--- config.mk ---
export PLATFORM = sky130hd
export DESIGN_NAME = serial_alu
export DESIGN_NICKNAME = d
export VERILOG_FILES = /design/src/rtl/serial_alu_pkg.sv /design/src/rtl/alu_bit_slice.sv /design/src/rtl/serial_alu.sv
export SDC_FILE = /design/constraint.sdc
export NUM_CORES = 1
export LEC_CHECK = 0
export CORE_UTILIZATION = 50
export CTS_BUF_LIST = sky130_fd_sc_hd__clkbuf_2
export DETAILED_ROUTE_END_ITERATION = 6
export GPL_ROUTABILITY_DRIVEN = 0
export GPL_TIMING_DRIVEN = 1
export PLACE_DENSITY = 0.79
export SYNTH_ARGS = -nofsm -noshare
export SYNTH_HDL_FRONTEND = slang
export SYNTH_SLANG_ARGS = --single-unit
--- constraint.sdc ---
create_clock -name clk -period 3.3 [get_ports clk]
set_clock_uncertainty 0.15 [all_clocks]
set_input_delay 0.33 -clock clk [delete_from_list [all_inputs] [get_ports clk]]
set_output_delay 0.33 -clock clk [all_outputs]
set_load 0.1 [all_outputs]
--- src/rtl/serial_alu_pkg.sv ---
// Shared opcode constants and FSM state encoding for the bit-serial ALU.
package serial_alu_pkg;

    localparam logic [1:0] OP_ADD = 2'b00;
    localparam logic [1:0] OP_SUB = 2'b01;
    localparam logic [1:0] OP_AND = 2'b10;
    localparam logic [1:0] OP_OR  = 2'b11;

    typedef enum logic [1:0] {
        S_IDLE = 2'b00,
        S_RUN  = 2'b01,
        S_DONE = 2'b10
    } state_t;

endpackage

--- src/rtl/alu_bit_slice.sv ---
// One-bit ALU slice: full adder for ADD/SUB, plain gates for AND/OR.
module alu_bit_slice
    import serial_alu_pkg::*;
(
    input  logic       a_bit,
    input  logic       b_bit,
    input  logic       cin,
    input  logic [1:0] op,
    output logic       res_bit,
    output logic       cout
);

    always_comb begin
        res_bit = 1'b0;
        cout    = 1'b0;
        case (op)
            OP_ADD, OP_SUB: begin
                res_bit = a_bit ^ b_bit ^ cin;
                cout    = (a_bit & b_bit) | (cin & (a_bit ^ b_bit));
            end
            OP_AND: res_bit = a_bit & b_bit;
            OP_OR:  res_bit = a_bit | b_bit;
            default: begin
                res_bit = 1'b0;
                cout    = 1'b0;
            end
        endcase
    end

endmodule

--- src/rtl/serial_alu.sv ---
// Bit-serial N-bit ALU: one bit per clock through a single slice, LSB first,
// with a start/busy/done handshake and registered result/flags.
module serial_alu
    import serial_alu_pkg::*;
#(
    parameter int WIDTH = 8
) (
    input  logic             clk,
    input  logic             reset,
    input  logic             start,
    input  logic [1:0]       op,
    input  logic [WIDTH-1:0] a,
    input  logic [WIDTH-1:0] b,
    output logic             busy,
    output logic             done,
    output logic [WIDTH-1:0] result,
    output logic             carry_out,
    output logic             overflow,
    output logic             zero
);

    localparam int CNT_W = $clog2(WIDTH + 1);

    // Handshake: start is taken at any edge where state is not S_RUN; busy is
    // high from the accepting edge until the completing edge, when done pulses.
    state_t           state;
    logic [WIDTH-1:0] a_sr;
    logic [WIDTH-1:0] b_sr;
    logic [WIDTH-1:0] res_sr;
    logic [1:0]       op_r;
    logic             carry;
    logic [CNT_W-1:0] cnt;

    logic             b_in;
    logic             slice_res;
    logic             slice_cout;
    logic             is_arith;
    logic             last_bit;
    logic [WIDTH-1:0] res_next;

    // Subtraction is a + ~b + 1: invert b on entry, seed the carry with 1.
    assign b_in     = b_sr[0] ^ (op_r == OP_SUB);
    assign is_arith = ~op_r[1];
    assign last_bit = (cnt == CNT_W'(WIDTH - 1));
    assign res_next = {slice_res, res_sr[WIDTH-1:1]};

    alu_bit_slice u_slice (
        .a_bit   (a_sr[0]),
        .b_bit   (b_in),
        .cin     (carry),
        .op      (op_r),
        .res_bit (slice_res),
        .cout    (slice_cout)
    );

    always_ff @(posedge clk) begin
        if (reset) begin
            state     <= S_IDLE;
            busy      <= 1'b0;
            done      <= 1'b0;
            result    <= '0;
            carry_out <= 1'b0;
            overflow  <= 1'b0;
            zero      <= 1'b0;
            a_sr      <= '0;
            b_sr      <= '0;
            res_sr    <= '0;
            op_r      <= OP_ADD;
            carry     <= 1'b0;
            cnt       <= '0;
        end else begin
            done <= 1'b0;
            case (state)
                S_IDLE, S_DONE: begin
                    if (start) begin
                        a_sr   <= a;
                        b_sr   <= b;
                        op_r   <= op;
                        res_sr <= '0;
                        carry  <= (op == OP_SUB);
                        cnt    <= '0;
                        busy   <= 1'b1;
                        state  <= S_RUN;
                    end else begin
                        state <= S_IDLE;
                    end
                end
                S_RUN: begin
                    a_sr   <= a_sr >> 1;
                    b_sr   <= b_sr >> 1;
                    res_sr <= res_next;
                    carry  <= slice_cout;
                    cnt    <= cnt + CNT_W'(1);
                    if (last_bit) begin
                        // carry still holds the carry into the MSB here
                        result    <= res_next;
                        carry_out <= is_arith & slice_cout;
                        overflow  <= is_arith & (carry ^ slice_cout);
                        zero      <= (res_next == '0);
                        done      <= 1'b1;
                        busy      <= 1'b0;
                        state     <= S_DONE;
                    end
                end
                default: state <= S_IDLE;
            endcase
        end
    end

endmodule

==> results of run 1 <==
## metal layers
layer  track usage (%)  vias to the layer above  wire length [µm]
li1                  -                      770                 -
met5                 0                        -                 0
met4             9.841                        0                70
met3             3.151                        7                94
met1             26.34                      711              1683
met2             33.18                       22              1670
## worst max-delay path by stage
| stage | start | to | slack, ns | cells past startpoint |
|---|---|---|---|---|
| after global placement | op_r[1] | result[7] | 1.32 | 7 |
| final | carry_out | carry_out | 0.88 | 1 |
| after global routing | carry_out | carry_out | 0.80 | 1 |
| after CTS | carry_out | carry_out | 0.86 | 1 |
| after detailed placement | op_r[1] | result[7] | 1.23 | 7 |
| after floorplan | op_r[1] | result[7] | 1.40 | 7 |
## final cells by class
cell class,count,share of cell area [%]
clock buffers,8,1.845
inverters,2,0.3460
multi-input cells,144,37.02
flip-flops and latches,45,41.52
well taps,46,2.653
repair buffers,37,16.61
## per-stage QoR
stage | worst slack (ns) | utilization, % | power, W | cell area [µm²]
global route | 0.8032 | 64.51 | 0.0009746 | 2170
finish | 0.8827 | 64.51 | 0.0009292 | 2170
CTS | 0.8605 | 64.51 | 0.0009356 | 2170
detailed placement | 1.229 | 63.32 | 0.0007170 | 2130
floorplan | 1.399 | - | 0.0006710 | 1770
global placement | 1.316 | 63.32 | 0.0007140 | 2130
## kinds of logic (layout without fill, tap and decap cells)
kind of cell	count (synthesis)	count (layout)	share of synthesized area, %
AOI/OAI and AO/OA	58	58	20.07
buffers and inverters	16	47	3.887
xor gates and xnor gates	2	2	0.9896
adders and majority gates	4	4	3.251
and+or+nand+nor	80	80	20.92
DFF	45	45	50.88
## state kept, by name, indices dropped and copies added, names as in the netlist
| name | cells |
|---|---|
| busy | 1 |
| state | 2 |
| res_sr | 7 |
| op_r | 2 |
| carry_out | 1 |
| carry | 1 |
| overflow | 1 |
| done | 1 |
| zero | 1 |
| b_sr | 8 |
| a_sr | 8 |
| cnt | 4 |
| result | 8 |
## cell usage in the layout (no fill, tap or decap), types with 2 or more instances in the layout
master and instances:
o21ai_0 2, nor2_1 20, nand2b_1 2, xnor2_1 2
inv_1 2, nor4_1 2, ha_1 3, nor2b_1 3
nand3_1 3, clkdlybuf4s50_1 33, a22oi_1 23, nand3b_1 3
clkbuf_2 8, a21oi_1 31, or2_2 2, buf_4 4
dfxtp_1 45, nand2_1 37
## power by group
| group | leakage (nW) | switching [W] | total, W | internal (W) |
|---|---|---|---|---|
| registers | 0.366 | 0.0000139 | 0.000578 | 0.000564 |
| logic | 0.371 | 0.0000702 | 0.000127 | 0.0000573 |
| clock network | 0.0332 | 0.000161 | 0.000223 | 0.0000625 |
==> flow_metrics.env, run 1 <==
export IMPL_antenna_found_initial=0
export IMPL_hold_path_depth=2
export IMPL_dr_pass1_iters=4
export IMPL_cts_root_buf="clkbuf_2"
export IMPL_synth_area_um2=1770
export IMPL_final_nets=260
export IMPL_clock_latency_ns=0.40
export IMPL_critPathSlowestCell="clkdlybuf4s50_1"
export IMPL_worstHoldEndpoint="b_sr[3]"
export IMPL_maxSlewViolCount=0
export IMPL_vdd_ir_drop_max_mv=0.2597
export IMPL_cp_max_fo=2
export IMPL_cts_buffers=5
export IMPL_critPathRequiredTime_ns=2.82
export IMPL_yosysSeqAreaShare_pct=50.88
export IMPL_status="complete, no violations"
export IMPL_worst_ep_arrival_time_ns=1.94
export IMPL_cts_path_max_buffers=2
export IMPL_pin_count=34
export IMPL_p_leak_nw=0.7709
export IMPL_die_w_um=61.51
export IMPL_holdBufCountCts=0
export IMPL_holdCritStartpoint="b_sr[3]"
export IMPL_via_per_inst=5.355
export IMPL_portBuffers=33
export IMPL_cp_num_buf_inv=1
export IMPL_drive_above_1_share_pct=7.627
export IMPL_placed_cells=274
export IMPL_r2r_start="op_r[1]"
export IMPL_r2r_setup_slack_ns=1.21
export IMPL_critPathMaxStageDelay_ns=1.14
export IMPL_reg2reg_depth=7
export IMPL_cts_tree="built"
export IMPL_ys_ff_latch=45
export IMPL_syn2layout_area_growth_pct=22.54
export IMPL_stdcell_count=282
export IMPL_syn_area_per_cell_um2=8.636
export IMPL_synth_ff_type="dfxtp_1"
export IMPL_synth_edf_count=0
export IMPL_hp_class="reg2reg"
export IMPL_die_h_um=61.51
export IMPL_grt_pass1_vias=1284
export IMPL_synth_area_leaders="dfxtp_1 51%, a22oi_1 9.8%, a21oi_1 8.8%"
export IMPL_cp_top_family="buffers and inverters"
export IMPL_fin_crit_sh_pct=73.25
export IMPL_hold_viol_final=0
export IMPL_power_density_nw_per_um2=428.3
export IMPL_grt_max_degree=27
export IMPL_ant_nets=0
export IMPL_grt_pass1_wl_um=5630
export IMPL_fmax_mhz=413.7
export IMPL_path_class="reg2out"
export IMPL_end_kind="output port"
export IMPL_clock_sinks=45
export IMPL_wl_per_cell_um=12.48
export IMPL_tns_ns=0
export IMPL_start_util_pct=52.64
export IMPL_drcViolationCount=0
export IMPL_ys_types=29
export IMPL_post_cts_buffers=0
export IMPL_clk_pin_slew_ns=0.20
export IMPL_regArea_um2=900.9
export IMPL_report_final_setup_viol=0
export IMPL_coreArea_um2=3363
export IMPL_yosysMostFrequentCell="dfxtp_1"
export IMPL_synth_top_cell_area_share_pct=50.88
export IMPL_synth_area_leader_cell="dfxtp_1"
export IMPL_ys_async_sr_fraction_pct=0
export IMPL_tightest_slew_ns=0.9717
export IMPL_die_area_um2=3783
export IMPL_diodes=0
export IMPL_drt_total_wl_um=3519
export IMPL_drv_cap=0
export IMPL_synth_nets=230
export IMPL_overflow=0
export IMPL_cts_resized=0
export IMPL_critPathLaunchType="register"
export IMPL_n_fill_cell=339
export IMPL_layout_min_cycle_time_ns=2.417
export IMPL_holdWs_ns=0.3182
export IMPL_vias=1510
export IMPL_r2r_end="result[7]"
export IMPL_synth_warnings=0
export IMPL_crit_chain="clkdlybuf4s50_1"
export IMPL_first_iter_violations=77
export IMPL_place_hpwl_um=2407
export IMPL_htree_levels=2
export IMPL_multi_input_area_um2=803.3
export IMPL_slew_headroom_pct=35.01
export IMPL_gr_usage_all_layers_pct=20.36
export IMPL_synthCells=205
export IMPL_rsz0062_at_grt="no"
export IMPL_synthTopCellsByCount="45 x dfxtp_1, 37 x nand2_1, 31 x a21oi_1"
export IMPL_num_rows=21
Note: power is estimated with default switching activity, not from simulation.
==> inputs of run 2 (changes only) <==
==> constraint.sdc (replaced) <==
create_clock -name clk -period 2.55 [get_ports clk]
set_clock_uncertainty 0.15 [all_clocks]
set_input_delay 0.255 -clock clk [delete_from_list [all_inputs] [get_ports clk]]
set_output_delay 0.255 -clock clk [all_outputs]
set_load 0.1 [all_outputs]
==> flow_metrics.env, run 2 (synthesis gave the netlist of run 1 again) <==
export IMPL_status="complete, no violations"
export IMPL_drt_total_wl_um=3500
export IMPL_wl_per_cell_um=12.32
export IMPL_holdCritStartpoint="op[0]"
export IMPL_critPathLaunchType="register"
export IMPL_grt_pass1_vias=1300
export IMPL_r2r_setup_slack_ns=0.41
export IMPL_vdd_ir_drop_max_mv=0.3259
export IMPL_cts_root_buf="clkbuf_2"
export IMPL_critPathRequiredTime_ns=2.70
export IMPL_finish_utilization_pct=63.99
export IMPL_grt_max_degree=27
export IMPL_overflow=0
export IMPL_drive_above_1_share_pct=13.87
export IMPL_fmax_mhz=467.0
export IMPL_tns_ns=0
export IMPL_cts_buffers=5
export IMPL_clk_pin_slew_ns=0.21
export IMPL_vias=1488
export IMPL_r2r_start="op_r[1]"
export IMPL_via_per_inst=5.239
export IMPL_n_fill_cell=326
export IMPL_grt_pass1_wl_um=5444
export IMPL_place_hpwl_um=2442
export IMPL_die_w_um=61.51
export IMPL_final_cell_mix="45 x dfxtp_1, 37 x nand2_1, 31 x a21oi_1"
export IMPL_end_kind="register"
export IMPL_r2r_end="result[7]"
export IMPL_clock_latency_ns=0.40
export IMPL_num_rows=21
export IMPL_ant_nets=0
export IMPL_layout_min_cycle_time_ns=2.141
export IMPL_hp_class="in2reg"
export IMPL_cts_path_max_buffers=2
export IMPL_drv_cap=0
export IMPL_tightest_slew_ns=0.5928
export IMPL_rsz0062_at_grt="no"
export IMPL_hold_path_depth=3
export IMPL_worst_ep_arrival_time_ns=2.29
export IMPL_gr_usage_all_layers_pct=19.95
export IMPL_power_density_nw_per_um2=557.6
export IMPL_htree_levels=2
export IMPL_report_final_setup_viol=0
export IMPL_dr_pass1_iters=4
export IMPL_p_leak_nw=0.8060
export IMPL_cts_resized=0
export IMPL_final_common_cell="dfxtp_1"
export IMPL_largest_registers="a_sr: 8 flops, b_sr: 8 flops, result: 8 flops"
export IMPL_cts_tree="built"
export IMPL_final_nets=262
export IMPL_maxSlewViolCount=0
export IMPL_diodes=0
export IMPL_slew_headroom_pct=60.34
export IMPL_holdBufCountCts=0
export IMPL_first_iter_violations=108
export IMPL_antenna_found_initial=0
export IMPL_drcViolationCount=0
export IMPL_worstHoldEndpoint="op_r[0]"
export IMPL_start_util_pct=52.64
export IMPL_post_cts_buffers=0
export IMPL_portBuffers=33
export IMPL_die_area_um2=3783
export IMPL_syn2layout_area_growth_pct=21.55
export IMPL_path_class="reg2reg"
export IMPL_cp_max_fo=6
export IMPL_hold_viol_final=0
export IMPL_regArea_um2=900.9
export IMPL_pin_count=34
export IMPL_die_h_um=61.51
export IMPL_coreArea_um2=3363
export IMPL_fin_crit_sh_pct=83.98
export IMPL_multi_input_area_um2=803.3
export IMPL_holdWs_ns=0.2543
export IMPL_reg2reg_depth=7
export IMPL_clock_sinks=45
[run 2: worst max-delay path, stage by stage (launching register included)]
cell and delay, ns:
dfxtp_1 0.39, nand2b_1 0.17, xnor2_1 0.32, fa_1 0.49, nor2b_1 0.14, a31o_2 0.24
nor2_1 0.09, nor3_1 0.06
[run 2: layer usage]
metal | global-route usage (%) | up-vias | part of all wire [%]
li1 | - | 768 | -
met3 | 5.882 | 5 | 3.4
met5 | 0 | - | 0
met4 | 8.254 | 0 | 1.7
met1 | 23.80 | 691 | 48
met2 | 33.49 | 24 | 47
[run 2: metrics by stage]
step	std cells	setup WS, ns	instance area [µm²]	power [W]
3_3_place_gp	276	0.5630	2112	0.0009256
6_report	284	0.4085	2152	0.001200
4_1_cts	284	0.4073	2152	0.001211
5_1_grt	284	0.3259	2152	0.001265
2_1_floorplan	205	0.6487	1770	0.0008683
3_5_place_dp	276	0.4432	2112	0.0009309
[run 2: area by class of cell]
| type | instances | area share (%) |
|---|---|---|
| inverter | 2 | 0.3488 |
| sequential | 45 | 41.86 |
| tap | 46 | 2.674 |
| multi-input combinational | 144 | 37.33 |
| clock inverter | 2 | 0.4651 |
| timing repair buffer | 39 | 15.93 |
| clock buffer | 6 | 1.395 |
[run 2: worst max-delay path by stage]
stage | from | to | slack, ns | depth (start not counted)
2_1_floorplan | op_r[1] | result[7] | 0.65 | 7
3_3_place_gp | op_r[1] | result[7] | 0.56 | 7
3_5_place_dp | op_r[1] | result[7] | 0.44 | 7
4_1_cts | op_r[1] | result[7] | 0.41 | 7
5_1_grt | op_r[1] | result[7] | 0.33 | 7
6_report | op_r[1] | result[7] | 0.41 | 7
[run 2: report_power, final]
part | switching, W | internal (W)
clock network | 0.000216 | 0.0000689
registers | 0.0000178 | 0.000730
logic | 0.0000913 | 0.0000756
==> inputs of run 3 (changes only) <==
==> constraint.sdc (replaced) <==
create_clock -name clk -period 2.08 [get_ports clk]
set_clock_uncertainty 0.15 [all_clocks]
set_input_delay 0.208 -clock clk [delete_from_list [all_inputs] [get_ports clk]]
set_output_delay 0.208 -clock clk [all_outputs]
set_load 0.1 [all_outputs]
==> flow_metrics.env, run 3 (synthesis gave the netlist of run 1 again) <==
export IMPL_cts_root_buf="clkbuf_2"
export IMPL_grt_max_degree=27
export IMPL_final_nets=265
export IMPL_fin_crit_sh_pct=94.56
export IMPL_startpoint="op_r[0]"
export IMPL_critPathLaunchType="register"
export IMPL_maxSlewViolCount=0
export IMPL_stdcell_count=287
export IMPL_r2r_end="result[7]"
export IMPL_clock_sinks=45
export IMPL_num_rows=21
export IMPL_drcViolationCount=0
export IMPL_place_hpwl_um=2368
export IMPL_grt_pass1_vias=1225
export IMPL_start_util_pct=52.64
export IMPL_critPathCapture="result[7]"
export IMPL_reg2reg_depth=7
export IMPL_pin_count=34
export IMPL_status="complete, no violations"
export IMPL_die_area_um2=3783
export IMPL_fmax_mhz=508.4
export IMPL_clk_pin_slew_ns=0.20
export IMPL_slew_headroom_pct=61.81
export IMPL_dr_pass1_iters=4
export IMPL_via_per_inst=5.254
export IMPL_power_density_nw_per_um2=679.1
export IMPL_die_h_um=61.51
export IMPL_holdBufCountCts=0
export IMPL_clock_latency_ns=0.40
export IMPL_cts_resized=0
export IMPL_path_class="reg2reg"
export IMPL_post_cts_buffers=0
export IMPL_vias=1508
export IMPL_hold_viol_final=0
export IMPL_end_kind="register"
export IMPL_final_setup_worst_slack_ns=0.1132
export IMPL_cts_buffers=5
export IMPL_finish_utilization_pct=64.66
export IMPL_cts_tree="built"
export IMPL_drt_total_wl_um=3490
export IMPL_postPlaceCellArea_um2=2135
export IMPL_final_cell_mix="45 x dfxtp_1, 37 x nand2_1, 31 x a21oi_1"
export IMPL_antenna_found_initial=0
export IMPL_rsz0062_at_grt="no"
export IMPL_worst_ep_arrival_time_ns=2.13
export IMPL_drv_cap=0
export IMPL_r2r_setup_slack_ns=0.11
export IMPL_n_fill_cell=306
export IMPL_final_common_cell="dfxtp_1"
export IMPL_report_final_setup_viol=0
export IMPL_gr_usage_all_layers_pct=19.80
export IMPL_r2r_start="op_r[0]"
export IMPL_cp_max_fo=4
export IMPL_coreArea_um2=3363
export IMPL_placed_cells=279
export IMPL_ant_nets=0
export IMPL_diodes=0
export IMPL_critPathRequiredTime_ns=2.25
export IMPL_vdd_ir_drop_max_mv=0.4571
export IMPL_cts_path_max_buffers=2
export IMPL_tightest_slew_ns=0.5715
export IMPL_layout_min_cycle_time_ns=1.967
export IMPL_p_leak_nw=0.8220
export IMPL_drive_above_1_share_pct=14.94
export IMPL_stdcell_area_um2=2175
export IMPL_htree_levels=2
export IMPL_largest_registers="a_sr: 8 flops, b_sr: 8 flops, result: 8 flops"
export IMPL_grt_pass1_wl_um=5430
export IMPL_hp_class="in2reg"
export IMPL_pre_cts_ws_ns=0.1364
export IMPL_overflow=0
export IMPL_wl_per_cell_um=12.16
export IMPL_syn2layout_area_growth_pct=22.83
export IMPL_portBuffers=33
export IMPL_first_iter_violations=79
export IMPL_tns_ns=0
export IMPL_die_w_um=61.51
run 3: cell type report:
type	instances	area (µm²)	share of cell area, %
flip-flops and latches	45	900.9	41.43
repair buffers	42	365.4	16.80
multi-input cells	144	803.3	36.94
well taps	46	57.56	2.647
inverters	2	7.507	0.3452
clock buffers	8	40.04	1.841
run 3: critical path: stages, from the launching register on:
cell and delay [ns]:
dfxtp_1 0.41, nand2b_1 0.09, xnor2_1 0.27, fa_1 0.46, nor2b_1 0.14, a31o_2 0.23
nor2_1 0.09, nor3_1 0.06
run 3: worst min-delay path by stage:
| stage | start | endpoint | slack [ns] | depth (start not counted) |
|---|---|---|---|---|
| after floorplan | op[0] | op_r[0] | 0.19 | 2 |
| after global placement | a_sr[5] | a_sr[5] | 0.29 | 2 |
| after detailed placement | a_sr[6] | a_sr[6] | 0.30 | 2 |
| after CTS | op[0] | op_r[0] | 0.20 | 3 |
| after global routing | op[0] | op_r[0] | 0.19 | 3 |
| final | op[0] | op_r[0] | 0.21 | 3 |
run 3: per-layer routing:
metal / global-route usage, % / up-vias / wire [µm]
met5: 0 / - / 0
met1: 26.68 / 696 / 1683
met3: 5.042 / 5 / 132
met2: 30.57 / 30 / 1617
li1: - / 777 / -
met4: 7.619 / 0 / 57
run 3: report_power, final:
group	switching (W)	internal (W)	total, W
registers	0.0000210	0.000895	0.000916
logic	0.000113	0.0000950	0.000208
clock network	0.000253	0.0000991	0.000352
total	0.000387	0.00109	0.00148
run 3: per-stage QoR:
| step | power, W | hold WS [ns] |
|---|---|---|
| after floorplan | 0.001065 | 0.1940 |
| after global placement | 0.001138 | 0.2939 |
| after detailed placement | 0.001143 | 0.2983 |
| after CTS | 0.001488 | 0.1977 |
| after global routing | 0.001554 | 0.1942 |
| final | 0.001477 | 0.2109 |
